## src/rtl/serial_sub_pkg.sv

```systemverilog
// Shared definitions for the bit-serial subtractor controller.
//   DEFAULT_WIDTH : default operand/result width
//   state_t       : controller FSM state encoding (2 bits)
package serial_sub_pkg;

    localparam int DEFAULT_WIDTH = 8;

    typedef enum logic [1:0] {
        IDLE = 2'b00,
        RUN  = 2'b01,
        DONE = 2'b10
    } state_t;

endpackage

```

## src/rtl/fs_cell.sv

```systemverilog
// 1-bit full subtractor cell, purely combinational.
//   x  : minuend bit
//   y  : subtrahend bit
//   c  : borrow in
//   d  : difference bit, x - y - c
//   bo : borrow out
module fs_cell (
    input  logic x,
    input  logic y,
    input  logic c,
    output logic d,
    output logic bo
);

    assign d  = x ^ y ^ c;
    assign bo = (~x & y) | (~(x ^ y) & c);

endmodule

```

## src/rtl/serial_sub_ctrl.sv

```systemverilog
// Bit-serial WIDTH-bit subtractor controller. A single fs_cell is stepped
// LSB-first over WIDTH cycles; the running borrow lives in a flop.
//   clk, rst             : clock, synchronous active-high reset
//   in_valid / in_ready  : operand handshake (accept only in IDLE)
//   a, b, bin            : minuend, subtrahend, borrow-in (captured at accept)
//   out_valid / out_ready: result handshake (valid only in DONE)
//   diff, bout           : (a - b - bin) mod 2^WIDTH, borrow-out
//   busy                 : high while the serial sweep is running
module serial_sub_ctrl
    import serial_sub_pkg::*;
#(
    parameter int WIDTH = DEFAULT_WIDTH
) (
    input  logic             clk,
    input  logic             rst,
    input  logic             in_valid,
    output logic             in_ready,
    input  logic [WIDTH-1:0] a,
    input  logic [WIDTH-1:0] b,
    input  logic             bin,
    output logic             out_valid,
    input  logic             out_ready,
    output logic [WIDTH-1:0] diff,
    output logic             bout,
    output logic             busy
);

    localparam int CW = $clog2(WIDTH);
    localparam logic [CW-1:0] CNT_LAST = CW'(WIDTH - 1);

    state_t           state_q, state_d;
    logic [WIDTH-1:0] sr_a_q, sr_a_d;
    logic [WIDTH-1:0] sr_b_q, sr_b_d;
    logic [WIDTH-1:0] diff_q, diff_d;
    logic [CW-1:0]    cnt_q, cnt_d;
    logic             brw_q, brw_d;
    logic             bout_q, bout_d;

    logic cell_d, cell_bo;

    fs_cell u_cell (
        .x  (sr_a_q[0]),
        .y  (sr_b_q[0]),
        .c  (brw_q),
        .d  (cell_d),
        .bo (cell_bo)
    );

    always_ff @(posedge clk) begin
        if (rst) begin
            state_q <= IDLE;
            sr_a_q  <= '0;
            sr_b_q  <= '0;
            diff_q  <= '0;
            cnt_q   <= '0;
            brw_q   <= 1'b0;
            bout_q  <= 1'b0;
        end else begin
            state_q <= state_d;
            sr_a_q  <= sr_a_d;
            sr_b_q  <= sr_b_d;
            diff_q  <= diff_d;
            cnt_q   <= cnt_d;
            brw_q   <= brw_d;
            bout_q  <= bout_d;
        end
    end

    always_comb begin
        state_d = state_q;
        sr_a_d  = sr_a_q;
        sr_b_d  = sr_b_q;
        diff_d  = diff_q;
        cnt_d   = cnt_q;
        brw_d   = brw_q;
        bout_d  = bout_q;
        case (state_q)
            IDLE: begin
                // in_ready is high whenever we are here, so in_valid alone is an accept.
                if (in_valid) begin
                    sr_a_d  = a;
                    sr_b_d  = b;
                    brw_d   = bin;
                    cnt_d   = '0;
                    state_d = RUN;
                end
            end
            RUN: begin
                // Result bits enter at the MSB; after WIDTH steps bit 0 lands at diff[0].
                diff_d = {cell_d, diff_q[WIDTH-1:1]};
                sr_a_d = sr_a_q >> 1;
                sr_b_d = sr_b_q >> 1;
                brw_d  = cell_bo;
                cnt_d  = cnt_q + 1'b1;
                if (cnt_q == CNT_LAST) begin
                    bout_d  = cell_bo;
                    state_d = DONE;
                end
            end
            DONE: begin
                if (out_ready) state_d = IDLE;
            end
            default: state_d = IDLE;
        endcase
    end

    assign in_ready  = (state_q == IDLE);
    assign busy      = (state_q == RUN);
    assign out_valid = (state_q == DONE);
    assign diff      = diff_q;
    assign bout      = bout_q;

endmodule
```

## config.mk

```make
export PLATFORM = sky130hd
export DESIGN_NAME = serial_sub_ctrl
export DESIGN_NICKNAME = d
export VERILOG_FILES = /design/src/rtl/serial_sub_pkg.sv /design/src/rtl/fs_cell.sv /design/src/rtl/serial_sub_ctrl.sv
export SDC_FILE = /design/constraint.sdc
export NUM_CORES = 1
export LEC_CHECK = 0
export BUFFER_PORTS_ARGS = -buffer_cell sky130_fd_sc_hd__clkbuf_2
export CAP_MARGIN = 40
export CORE_MARGIN = 2
export CORE_UTILIZATION = 30
export DETAILED_ROUTE_END_ITERATION = 6
export GPL_TIMING_DRIVEN = 0
export PLACE_DENSITY = 0.47
export SETUP_SLACK_MARGIN = 0.3
export SLEW_MARGIN = 20
export SYNTH_ARGS = -nofsm -noshare
export SYNTH_HDL_FRONTEND = slang
export SYNTH_SLANG_ARGS = --single-unit
```

## constraint.sdc

```tcl
create_clock -name clk -period 1.5 [get_ports clk]
set_input_delay 0.375 -clock clk [delete_from_list [all_inputs] [get_ports clk]]
set_output_delay 0.375 -clock clk [all_outputs]
set_load 0.02 [all_outputs]
```

=== Word level (Yosys, flattened, before mapping) ===
Cells that the tools add are included.

* Muxes and demuxes: 12
* Reductions and logical operators: 5
* Bitwise gates (word level): 7
* Add/subtract/negate cells: 1
* Equal/unequal tests: 6

{| class="wikitable"
|+ Operators with widths
! cell !! count
|-
| $pmux W8 S2 || 2
|-
| $mux W8 || 2
|-
| $mux W2 || 3
|-
| $pmux W2 S3 || 1
|-
| $pmux W3 S2 || 1
|-
| $ne A2 B1 Y1 const B || 2
|-
| $reduce_and A2 Y1 || 2
|-
| $add A3 B1 Y3 const B || 1
|-
| $eq A3 B3 Y1 const B || 1
|-
| $mux W3 || 1
|-
| $reduce_and A3 Y1 || 1
|-
| $and A1 B1 Y1 || 2
|-
| $eq A2 B1 Y1 const B || 1
|-
| $eq A2 B2 Y1 const B || 1
|-
| $logic_not A2 Y1 || 1
|-
| $ne A2 B2 Y1 const B || 1
|-
| $not A1 Y1 || 2
|-
| $pmux W1 S2 || 1
|-
| $reduce_bool A2 Y1 || 1
|-
| $xor A1 B1 Y1 || 2
|-
| $mux W1 || 1
|-
| $or A1 B1 Y1 || 1
|}

* Bits in registers: 31
* Word-level logic and storage cells: 38
* Bits of input ports: 21
* Output and inout port bits: 12

=== Depth between registers and ports, before layout ===
Gate-level depths: netlist of run 1.

* Depth after elaboration: 5
* Mapped depth: 6
* Mapped depth without buffers: 5

=== Modules after synthesis ===
A second synthesis of run 1 with hierarchy kept.

* Cells, all modules: 140
* Area, all modules: 1293.7 sq um

{| class="wikitable"
|+ By module, submodules not included
! module !! cells an instance !! area an instance (sq um) !! times used !! sequential area each (sq um)
|-
| serial_sub_ctrl || 136 || 1262.5 || 1 || 620.6
|-
| fs_cell || 4 || 31.3 || 1 || 0.0
|}

=== Worst setup path before layout of run 1 ===
Ideal clock, no wire load.

* Path type: register to register
* From: register state_q[1]
* To: register brw_q
* Cell stages (with the launch flop): 5
* Setup slack: 0.182 ns
* Arrival: 1.199 ns
* Required time: 1.381 ns
* Clock period less this slack: 1.318 ns
* Setup time: 0.119 ns
* Buffers on the path: 1
* Cells stage by stage: dfxtp_1 > nor2_2 > nand2_1 > buf_2 > o221a_1

* Longest elaborated chain between the ends: 3
* Elaborated cells on any way between the ends: 6
* Classes of those cells: eq/ne (2); mux (1); reduce/logical (3)

{| class="wikitable"
|+ RTL lines
! item !! RTL line !! source
|-
| from (decl) || serial_sub_ctrl.sv:31 || <nowiki>state_t state_q, state_d;</nowiki>
|-
| from (signal assigned) || serial_sub_ctrl.sv:59 || <nowiki>state_q <= state_d;</nowiki>
|-
| $logic_not A2 Y1 (*) || -- ||
|-
| named net in_ready || serial_sub_ctrl.sv:17 || <nowiki>output logic in_ready,</nowiki>
|-
| $ne A2 B2 Y1 (no source line) / $reduce_bool A2 Y1 (equally long branches) || -- ||
|-
| $reduce_and A2 Y1 (no source line) || -- ||
|-
| to (signal assigned) || serial_sub_ctrl.sv:64 || <nowiki>brw_q <= brw_d;</nowiki>
|-
| to (decl) || serial_sub_ctrl.sv:36 || <nowiki>logic brw_q, brw_d;</nowiki>
|}

The timed path passes the listed nets; every way through them passes the cells marked *.
A chain may end at the register's enable or synchronous reset.

=== Worst setup path after layout of run 1 ===
* From: register state_q[1]
* To: output busy

* Longest elaborated chain between the ends: 1

{| class="wikitable"
|+ RTL lines
! item !! RTL line !! source
|-
| $eq A2 B1 Y1 || serial_sub_ctrl.sv:108 || <nowiki>assign busy = (state_q == RUN);</nowiki>
|-
| to (decl) || serial_sub_ctrl.sv:25 || <nowiki>output logic busy</nowiki>
|}

No other way between the ends.

==> summary.md, run 1 <==
| Metric | Value |
|---|---|
| Synth-to-Final Area Change | 50.3% |
| Clock Pin Slew Worst Setup and Hold Paths | 70 ps |
| CTS max path bufs | 2 |
| Relative slew slack | 46.1% |
| Site Rows | 24 |
| Achievable frequency | 673 MHz |
| Final slew viol count | 0 |
| Synthesis Warnings | 0 |
| Crit start category | register |
| Drt first-iter violations | 49 |
| Initial antenna violation count | 0 |
| Nets | 214 |
| Fin crit period | 1490 ps |
| Leading area contributor after synthesis | dfxtp_1 |
| Post-synthesis sequential area ratio | 45.7% |
| Layout fillers | 417 |
| Synth area leaders | dfxtp_1 (46%), a21oi_2 (9.7%), o221a_1 (8.3%), inv_1 (5.0%), nand2_1 (4.7%) |
| Post-Route WL | 3.30 mm |
| Root Driver | clkbuf_8 |
| Final period util | 99.1% |
| DRT Pass-1 Iters | 4 |
| Seq. cell area | around 640 sq um |
| Seq cells post-synth | 31 |
| CTS tree | built |
| Cell Area, Placed | 0.00160 sq mm |
| WL/cell | 13.6 um |
| Via count | 1183 |
| Vias in the first global route | 1160 |
| Layout cell share with drive strength beyond 1 | 58.1% |
| Finished Layout Cells | 243 |
| Vias per inst | ~5 |
| Synth top area share | 45.7% |
| N_diodes | 0 |
| Die area | 0.00508 sq mm |
| Total track usage | 13.8% |
| Worst Clk Skew | 8.07 ps |
| Syn avg cell area | 9.77 sq um |
| Clk_lat worst skew | 280 ps |
| Num CTS Buffers | 5 |
| Worst path cell trace | nand2b_4, buf_6, inv_6, buf_6, buf_8 |
| Multi-input gate area | between 700 and 800 sq um |
| CTS Sinks | 31 |
| Core footprint | 0.00435 sq mm |
| Pleak | ~0.84 nW |
| Residual DRC | 0 |
| Run status | finished clean |
| Antenna viol nets, final | 0 |
| Worst slew pin tran | around 810 ps |
| WP data arrival | between 1000 and 1500 ps |
| Die X | between 70 and 80 um |
| Dpl cells | 223 |
| CP top delay family | flip-flops |
| Setup TNS | 0 ps |
| IO buf count | 32 |
| CP max-delay cell | dfxtp_4 |
| Max-Cap Viols | 0 |
| Detailed placer's ending HPWL | approximately 2.2 mm |
| Mapped cell area | 0.00136 sq mm |
| Final Hold Viols | 0 |
| Final Instance Area | ~0.0020 sq mm |
| Maximum fanout along the worst path | 2 |
| Die Span Y | roughly 71 um |
| RSZ-0062 raised after global routing | true |
| First-pass GRT wire length | 5.42 mm |
| Peak supply drop | 0.413 mV |
| Global route overflow | 0 |
| Post-synthesis cell type count | 26 |
| Largest net degree at the start of global routing | 11 |
| Most used cell, CP | buf_6 |
| Ports | 33 |
| Hold/Removal Path Class | in -> reg |
| PwrDens | between 900 and 1000 mW/mm^2 |
| Slowest stage delay, CP | 350 ps |
| # setup viols final | 0 |
| Crit path required time | 1120 ps |
| Synthesized Nets | 163 |
| CTS HTree Levels | 2 |
| Starting density of the core | 31.2% |
| Crit path buffers/inverters | 4 |
| Setup Crit Path Kind | reg -> out |
| Final Wtd Congestion | 0.736 |
| Crit path capture type | output port |
| Syn Inst Count | 139 |
[per-stage QoR]
step	hold WS, ps	worst slack (ps)	power [mW]	util [%]
after floorplan	454	303	1.10	-
final	371	14.2	1.88	46.9
after detailed placement	463	14.7	1.18	36.7
after CTS	365	-8.12	1.88	43.4
after global placement	446	75.0	1.17	36.7
after global routing	368	-27.0	1.99	46.9
[logic make-up (layout without fill, tap and decap cells)]
group / after synthesis / count (layout) / synth area share, %
adders and majority gates: 3 / 3 / 3.32
DFF: 31 / 31 / 45.7
AOI/OAI and AO/OA: 46 / 46 / 30.0
muxes: 2 / 2 / 1.47
and+or+nand+nor: 29 / 29 / 8.76
buffers and inverters: 28 / 80 / 10.7
[area by class of cell]
class                      instances  area share, %
tap                               52           3.19
clock buffer                       5           3.37
inverter                          19           3.74
sequential                        31           31.3
multi-input combinational         80           35.5
buffer                             9           4.72
timing repair buffer              44           17.5
clock inverter                     3          0.736
[metal layers]
layer | vias to the layer above | track usage [%] | share of wire (%)
li1 | 589 | - | -
met3 | 2 | 4.08 | 4.2
met1 | 569 | 17.5 | 44
met5 | - | 0 | 0
met2 | 23 | 21.4 | 50
met4 | 0 | 6.92 | 0.88
[report_power, final]
part,switching [mW],internal [mW],total (mW)
Clock,0.301,0.317,0.618
Sequential,0.0330,0.869,0.902
Combinational,0.173,0.188,0.361
Total,0.507,1.37,1.88
[registers in the layout, summed over array words and instances, names as in the netlist]
signal   count
bout         1
brw_q        1
cnt_q        3
diff         8
sr_a_q       8
sr_b_q       8
state_q      2
[cell usage after synthesis]
library cell	n
nor2_2	1
nor3_1	1
mux2i_1	2
o221a_2	5
buf_2	2
inv_1	18
a22oi_1	3
a32oi_1	2
and2b_1	1
buf_4	1
fa_1	1
a311oi_2	1
a21oi_1	9
inv_4	1
nand2b_1	1
o21bai_1	1
clkbuf_1	1
nand2_1	17
nor2_1	8
o221a_1	10
buf_6	2
buf_12	1
ha_1	2
buf_1	2
a21oi_2	15
dfxtp_1	31
[placed cells by master (no fill, tap or decap), types with 2 or more instances in the layout]
cell,synthesis,layout
dfxtp_1,31,23
a22oi_2,0,3
dfxtp_4,0,3
nor2_1,8,7
a21oi_1,9,3
clkinv_2,0,3
o221a_2,5,5
clkbuf_2,0,21
a21oi_4,0,2
nor2_4,0,2
buf_8,0,3
mux2i_1,2,2
o221a_1,10,10
buf_6,2,7
nand2_4,0,2
buf_1,2,2
clkbuf_8,0,5
dfxtp_2,0,5
buf_4,1,14
inv_1,18,18
nand2_1,17,8
a32oi_1,2,2
buf_12,1,2
a21oi_2,15,19
nand2_2,0,6
[final timing paths]
check,cells after the start,to,start,slack [ps]
hold / removal,2,sr_b_q[3]$_SDFFE_PP0P_,b[3],370
setup / recovery,5,busy,state_q[1]$_SDFFE_PP0P_,10
setup reg to reg,7,sr_b_q[0]$_SDFFE_PP0P_,state_q[1]$_SDFFE_PP0P_,100
hold reg to reg,2,diff[6]$_SDFFE_PP0P_,diff[7]$_SDFFE_PP0P_,470
[what timing repair did]
item / CTS / global route
gates cloned: 2 / 1
hold buffers: 0 / 0
pin swaps: 1 / 4
endpoints found under the setup margin: 23 / 36
setup buffers: 6 / 3
gates resized for setup: 24 / 51
Power figures use the tool's default switching activity.
==> inputs of run 2 (changes only) <==
--- a/config.mk
+++ b/config.mk
@@ -11,9 +11,8 @@
 export CORE_UTILIZATION = 30
 export DETAILED_ROUTE_END_ITERATION = 6
 export GPL_TIMING_DRIVEN = 0
-export PLACE_DENSITY = 0.47
+export PLACE_DENSITY = 0.5
 export SETUP_SLACK_MARGIN = 0.3
-export SLEW_MARGIN = 20
 export SYNTH_ARGS = -nofsm -noshare
 export SYNTH_HDL_FRONTEND = slang
 export SYNTH_SLANG_ARGS = --single-unit
==> summary.md, run 2 (synthesis gave the netlist of run 1 again) <==
| Metric | Value |
|---|---|
| WL/cell | 13.4 um (was 13.6 um) |
| CTS HTree Levels | 2 (unchanged) |
| N_diodes | 0 (unchanged) |
| CTS Sinks | 31 (unchanged) |
| Worst reg2reg path depth | 7 (unchanged) |
| Clock Pin Slew Worst Setup and Hold Paths | 60 ps (was 70 ps) |
| Final period util | 97.3% (was 99.1%) |
| GR peak layer | met2 (unchanged) |
| Final Wtd Congestion | 0.718 (was 0.736) |
| Drt first-iter violations | 32 (was 49) |
| IO buf count | 32 (unchanged) |
| Most used cell, CP | buf_6 (unchanged) |
| Grt met3 use | 3.52% (was 4.08%) |
| Global route overflow | 0 (unchanged) |
| Initial antenna violation count | 0 (unchanged) |
| Via count | 1140 (was 1183) |
| Crit start category | register (unchanged) |
| Critical Path Source | state_q[1]$_SDFFE_PP0P_ (unchanged) |
| Crit path capture type | output port (unchanged) |
| CTS max path bufs | 2 (unchanged) |
| Final slew viol count | 0 (unchanged) |
| Total track usage | 14.0% (was 13.8%) |
| Post-Route WL | 3.25 mm (was 3.30 mm) |
| Met1 usage | 17.6% (was 17.5%) |
| R2r startpoint | state_q[0]$_SDFFE_PP0P_ (was state_q[1]$_SDFFE_PP0P_) |
| Setup TNS | 0 ps (unchanged) |
| Crit path required time | 1120 ps (about the same) |
| RSZ-0062 raised after global routing | true (unchanged) |
| Site Rows | 24 (unchanged) |
| Layout cell share with drive strength beyond 1 | 51.1% (was 58.1%) |
| Detailed placer's ending HPWL | 2.27 mm (was 2.21 mm) |
| Hold Slack | 370 ps (was 371 ps) |
| PwrDens | 938 mW/mm^2 (was 922 mW/mm^2) |
| Clk_lat worst skew | 270 ps (was 280 ps) |
| Hold Path Origin | b[3] (unchanged) |
| Ports | 33 (unchanged) |
| WHS Path Cells | 2 (unchanged) |
| Vias in the first global route | 1212 (was 1160) |
| CP max-delay cell | dfxtp_4 (unchanged) |
| Commonest non-fill, non-tap cell in the layout | dfxtp_1 (unchanged) |
| Pleak | 0.805 nW (was 0.837 nW) |
| CTS tree | built (unchanged) |
| First-pass GRT wire length | 5.58 mm (was 5.42 mm) |
| Die area | 0.00508 sq mm (unchanged) |
| Run status | finished clean (unchanged) |
| WP data arrival | 1080 ps (was 1110 ps) |
| Residual DRC | 0 (unchanged) |
| Nets | 215 (was 214) |
| Starting density of the core | 31.2% (unchanged) |
| Core footprint | 0.00435 sq mm (unchanged) |
| Setup Crit Path Kind | reg -> out (unchanged) |
| Vias per inst | 4.71 (was 4.87) |
| Worst slew pin tran | 750 ps (was 808 ps) |
| Final worst-path setup slack | 41.2 ps (was 14.2 ps) |
| CP top delay family | buffers and inverters (was flip-flops) |
| Worst Clk Skew | 6.35 ps (was 8.07 ps) |
| Pre-CTS setup slack | 13.1 ps (was 14.7 ps) |
| # setup viols final | 0 (unchanged) |
| Worst path cell trace | nand2b_4, buf_6, inv_6, buf_6, buf_8 (unchanged) |
| Peak supply drop | 0.471 mV (was 0.413 mV) |
| Crit path buffers/inverters | 4 (unchanged) |
| Final core utilization | 45.1% (was 46.9%) |
| Root Driver | clkbuf_8 (unchanged) |
| Num CTS Buffers | 5 (unchanged) |
| Final Hold Viols | 0 (unchanged) |
| Hold/Removal Path Class | in -> reg (unchanged) |
| Max-Cap Viols | 0 (unchanged) |
| Slowest stage delay, CP | 340 ps (was 350 ps) |
| Maximum fanout along the worst path | 2 (unchanged) |
| Antenna viol nets, final | 0 (unchanged) |
| Met2 Use GR | 23.4% (was 21.4%) |
| DRT Pass-1 Iters | 4 (unchanged) |
| Synth-to-Final Area Change | 44.5% (was 50.3%) |
| Cell depth of the worst setup path | 5 (unchanged) |
| Achievable frequency | 685 MHz (was 673 MHz) |
| Fin crit period | 1460 ps (was 1490 ps) |
| Largest net degree at the start of global routing | 11 (unchanged) |
| Die X | 71.3 um (unchanged) |
| Relative slew slack | 50.0% (was 46.1%) |
| Die Span Y | 71.3 um (unchanged) |
| Most frequent cells in the layout | dfxtp_1 (24), clkbuf_2 (21), inv_1 (17), nand2_1 (16), a21oi_2 (15) (was dfxtp_1 (23), clkbuf_2 (21), a21oi_2 (19), inv_1 (18), buf_4 (14)) |
[run 2: path summary, 6_finish.rpt]
kind / endpoint / slack, ps
worst max-delay path: busy / 40
worst min-delay path: sr_b_q[3]$_SDFFE_PP0P_ / 370
worst max register to register: sr_b_q[0]$_SDFFE_PP0P_ / 110
worst min register to register: diff[0]$_SDFFE_PP0P_ / 450
[run 2: through the flow]
step / instances / instance area, sq um / power (mW)
6_report: 242 / 1960 / 1.84
5_1_grt: 242 / 1960 / 1.95
4_1_cts: 239 / 1900 / 1.85
3_5_place_dp: 223 / 1600 / 1.18
3_3_place_gp: 223 / 1600 / 1.17
2_1_floorplan: 139 / 1370 / 1.10
[run 2: repair_timing]
item,CTS,global route
gates cloned,2,0
buffers inserted,8,3
setup endpoints to repair,24,34
hold buffers,0,0
pin swaps,2,6
gates resized for setup,32,23
[run 2: area by class of cell]
type / instances / area (sq um)
buffer: 9 / 92.6
clock buffer: 6 / 72.6
fill: 408 / 2390
inverter: 19 / 76.3
multi-input combinational: 80 / 679
sequential: 31 / 634
tap: 52 / 65.1
timing repair buffer: 45 / 342
[run 2: per-layer routing]
metal | routed length, um | part of all wire [%] | vias to the layer above
li1 | - | - | 585
met1 | 1520 | 47 | 530
met2 | 1580 | 49 | 20
met3 | 112 | 3.4 | 5
met4 | 36 | 1.1 | 0
met5 | 0 | 0 | -
[run 2: worst reg2reg max path: cells and delay by family, from the launching register on]
family | cells | cell delay, ps
and+or+nand+nor | 2 | 180
AOI/OAI and AO/OA | 1 | 240
DFF | 1 | 360
buffers and inverters | 4 | 490
[run 2: power by group]
part	internal [mW]	total, mW	switching, mW
clock network	0.308	0.585	0.276
logic	0.186	0.352	0.166
registers	0.872	0.904	0.0320
total	1.37	1.84	0.475
==> inputs of run 3 (changes only) <==
--- a/config.mk
+++ b/config.mk
@@ -5,13 +5,13 @@
 export SDC_FILE = /design/constraint.sdc
 export NUM_CORES = 1
 export LEC_CHECK = 0
+export ABC_AREA = 1
 export BUFFER_PORTS_ARGS = -buffer_cell sky130_fd_sc_hd__clkbuf_2
-export CAP_MARGIN = 40
 export CORE_MARGIN = 2
 export CORE_UTILIZATION = 30
 export DETAILED_ROUTE_END_ITERATION = 6
 export GPL_TIMING_DRIVEN = 0
-export PLACE_DENSITY = 0.5
+export PLACE_DENSITY = 0.49
 export SETUP_SLACK_MARGIN = 0.3
 export SYNTH_ARGS = -nofsm -noshare
 export SYNTH_HDL_FRONTEND = slang
==> summary.md, run 3 <==
| Metric | Value |
|---|---|
| Setup TNS | 0 ps (unchanged) |
| Site Rows | 25 (was 24) |
| CTS tree | built (unchanged) |
| Via count | 1466 (was 1140) |
| Slowest stage delay, CP | 330 ps (was 340 ps) |
| Leading area contributor after synthesis | dfxtp_1 (unchanged) |
| DRT Pass-1 Iters | 4 (unchanged) |
| Final worst-path setup slack | 40.4 ps (was 41.2 ps) |
| CP max-delay cell | dfxtp_2 (was dfxtp_4) |
| Final slew viol count | 0 (unchanged) |
| Syn avg cell area | 6.63 sq um (was 9.77 sq um) |
| Vias in the first global route | 1264 (was 1212) |
| Post-synthesis sequential area ratio | 41.6% (was 45.7%) |
| WL/cell | 11.2 um (was 13.4 um) |
| CTS Sinks | 31 (unchanged) |
| Worst slew pin tran | 282 ps (was 750 ps) |
| Run status | finished clean (unchanged) |
| Cell Area, Placed | 0.00174 sq mm (was 0.00160 sq mm) |
| Relative slew slack | 81.1% (was 50.0%) |
| Commonest non-fill, non-tap cell in the layout | nand2_1 (was dfxtp_1) |
| WHS Path Cells | 3 (was 2) |
| Final Instance Area | 0.00219 sq mm (was 0.00196 sq mm) |
| Finished Layout Cells | 349 (was 242) |
| Achievable frequency | 685 MHz (about the same) |
| Residual DRC | 0 (unchanged) |
| Worst path cell trace | buf_6, buf_4, nor2_4, buf_8 (was nand2b_4, buf_6, inv_6, buf_6, buf_8) |
| Hold/Removal Path Class | in -> reg (unchanged) |
| Final Wtd Congestion | 0.689 (was 0.718) |
| Die area | 0.00556 sq mm (was 0.00508 sq mm) |
| Drt first-iter violations | 84 (was 32) |
| Max-Cap Viols | 0 (unchanged) |
| Peak supply drop | 0.519 mV (was 0.471 mV) |
| Post-synth ARST share | 0% (unchanged) |
| RSZ-0062 raised after global routing | true (unchanged) |
| Starting density of the core | 31.4% (was 31.2%) |
| Global route overflow | 0 (unchanged) |
| WP data arrival | 1080 ps (about the same) |
| IO buf count | 32 (unchanged) |
| Synth top area share | 41.6% (was 45.7%) |
| Vias per inst | 4.20 (was 4.71) |
| Initial antenna violation count | 0 (unchanged) |
| CTS Hold Bufs | 0 (unchanged) |
| Synth-to-Final Area Change | 46.9% (was 44.5%) |
| Worst Clk Skew | 5.29 ps (was 6.35 ps) |
| CP top delay family | buffers and inverters (unchanged) |
| Fin crit period | 1460 ps (about the same) |
| Die X | 74.5 um (was 71.3 um) |
| First-pass GRT wire length | 5.97 mm (was 5.58 mm) |
| Root Driver | clkbuf_8 (unchanged) |
| Crit path required time | 1120 ps (about the same) |
| Final Hold Viols | 0 (unchanged) |
| Nets | 307 (was 215) |
| Clk_lat worst skew | 280 ps (was 270 ps) |
| Worst reg2reg path depth | 7 (unchanged) |
| Num CTS Buffers | 5 (unchanged) |
| Syn Inst Count | 225 (was 139) |
| Synthesized Nets | 249 (was 163) |
| Cell depth of the worst setup path | 4 (was 5) |
| Pleak | 1.12 nW (was 0.805 nW) |
| Antenna viol nets, final | 0 (unchanged) |
| Seq cells post-synth | 31 (unchanged) |
| Detailed placer's ending HPWL | 2.33 mm (was 2.27 mm) |
| Crit start category | register (unchanged) |
| Mapped cell area | 0.00149 sq mm (was 0.00136 sq mm) |
| Ports | 33 (unchanged) |
| Die Span Y | 74.5 um (was 71.3 um) |
| Layout cell share with drive strength beyond 1 | 35.5% (was 51.1%) |
| N_diodes | 0 (unchanged) |
| Final period util | 97.3% (about the same) |
| Setup Crit Path Kind | reg -> out (unchanged) |
| Crit path capture type | output port (unchanged) |
| Most frequent cells in the layout | nand2_1 (54), inv_1 (36), nor2_1 (35), dfxtp_1 (27), clkbuf_2 (22) (was dfxtp_1 (24), clkbuf_2 (21), inv_1 (17), nand2_1 (16), a21oi_2 (15)) |
| Post-synth EDFFs | 0 (unchanged) |
| CTS max path bufs | 2 (unchanged) |
| Crit path buffers/inverters | 3 (was 4) |
| Post-synthesis cell type count | 19 (was 26) |
| # setup viols final | 0 (unchanged) |
| CTS HTree Levels | 2 (unchanged) |
| Synth area leaders | dfxtp_1 (42%), nand2_1 (17%), nor2_1 (9.6%), inv_1 (9.1%), a21oi_1 (6.4%) (was dfxtp_1 (46%), a21oi_2 (9.7%), o221a_1 (8.3%), inv_1 (5.0%), nand2_1 (4.7%)) |
| Synthesis Warnings | 0 (unchanged) |
| Largest net degree at the start of global routing | 11 (unchanged) |
| Count leader, synth | nand2_1 (was dfxtp_1) |
| PwrDens | 920 mW/mm^2 (was 938 mW/mm^2) |
| Total track usage | 14.3% (was 14.0%) |
| Synth top cells by count | nand2_1 (68), nor2_1 (38), inv_1 (36) (was dfxtp_1 (31), inv_1 (18), nand2_1 (17)) |
| Maximum fanout along the worst path | 5 (was 2) |
| Pre-CTS setup slack | 64.5 ps (was 13.1 ps) |
| Clock Pin Slew Worst Setup and Hold Paths | 70 ps (was 60 ps) |
| Most used DFF post-synth | dfxtp_1 (unchanged) |
| Dpl cells | 324 (was 223) |
| Core footprint | 0.00475 sq mm (was 0.00435 sq mm) |
| Post-Route WL | 3.90 mm (was 3.25 mm) |
## run 3: changes by cell type after synthesis, moves of 5 or more
cell / delta
nand2_1: +51
a21oi_1: +10
o221a_2: -5
o221a_1: -10
o21ai_0: +10
a21oi_2: -14
inv_1: +18
nor2_1: +30
## run 3: cell families after synthesis
family	Yosys count	synth area share (%)
AO/OA/AOI/OAI	31	11.4
adder cells (fa/ha/maj)	3	3.02
buffers and inverters	48	14.8
flip-flops	31	41.6
AND/OR/NAND/NOR	112	29.3
## run 3: area by class of cell
cell class / instances / area (sq um)
multi-input combinational: 147 / 777
buffer: 10 / 108
inverter: 38 / 150
timing repair buffer: 50 / 373
sequential: 31 / 628
tap: 67 / 83.8
clock buffer: 6 / 72.6
fill: 521 / 2560
## run 3: path summary, 6_finish.rpt
| path | end | slack, ps | from |
|---|---|---|---|
| max | out_valid | 40 | state_q[0]$_SDFFE_PP0P_ |
| min | sr_b_q[7]$_SDFFE_PP0P_ | 350 | b[7] |
| max reg2reg | sr_b_q[2]$_SDFFE_PP0P_ | 200 | state_q[0]$_SDFFE_PP0P_ |
| min reg2reg | sr_a_q[7]$_SDFFE_PP0P_ | 480 | sr_a_q[7]$_SDFFE_PP0P_ |
## run 3: per-stage QoR
stage / utilization (%) / hold WS (ps) / total power [mW]
3_5_place_dp: 36.5 / 460 / 1.28
4_1_cts: 40.4 / 334 / 1.92
5_1_grt: 46.1 / 369 / 2.11
2_1_floorplan: - / 433 / 1.18
6_report: 46.1 / 350 / 2.02
3_3_place_gp: 36.5 / 457 / 1.28
## run 3: repair_timing
item / in CTS / in global routing
gates cloned: 1 / 5
gates resized for setup: 16 / 71
buffers inserted: 7 / 6
endpoints found under the setup margin: 4 / 37
pin swaps: 3 / 13
## run 3: worst min-delay path, stage by stage
cell,delay [ps]
clkbuf_2,80
nand3_1,80
a21oi_2,50
## run 3: power by group
part,internal [mW],total [mW],switching [mW]
clock network,0.309,0.615,0.306
registers,0.888,0.917,0.0293
logic,0.225,0.485,0.260
## run 3: layer usage
| metal | global-route usage [%] | part of all wire, % | up-vias |
|---|---|---|---|
| met4 | 5.36 | 1.9 | 0 |
| li1 | - | - | 784 |
| met2 | 20.6 | 47 | 31 |
| met5 | 0 | 0 | - |
| met1 | 19.6 | 47 | 642 |
| met3 | 5.15 | 3.9 | 9 |
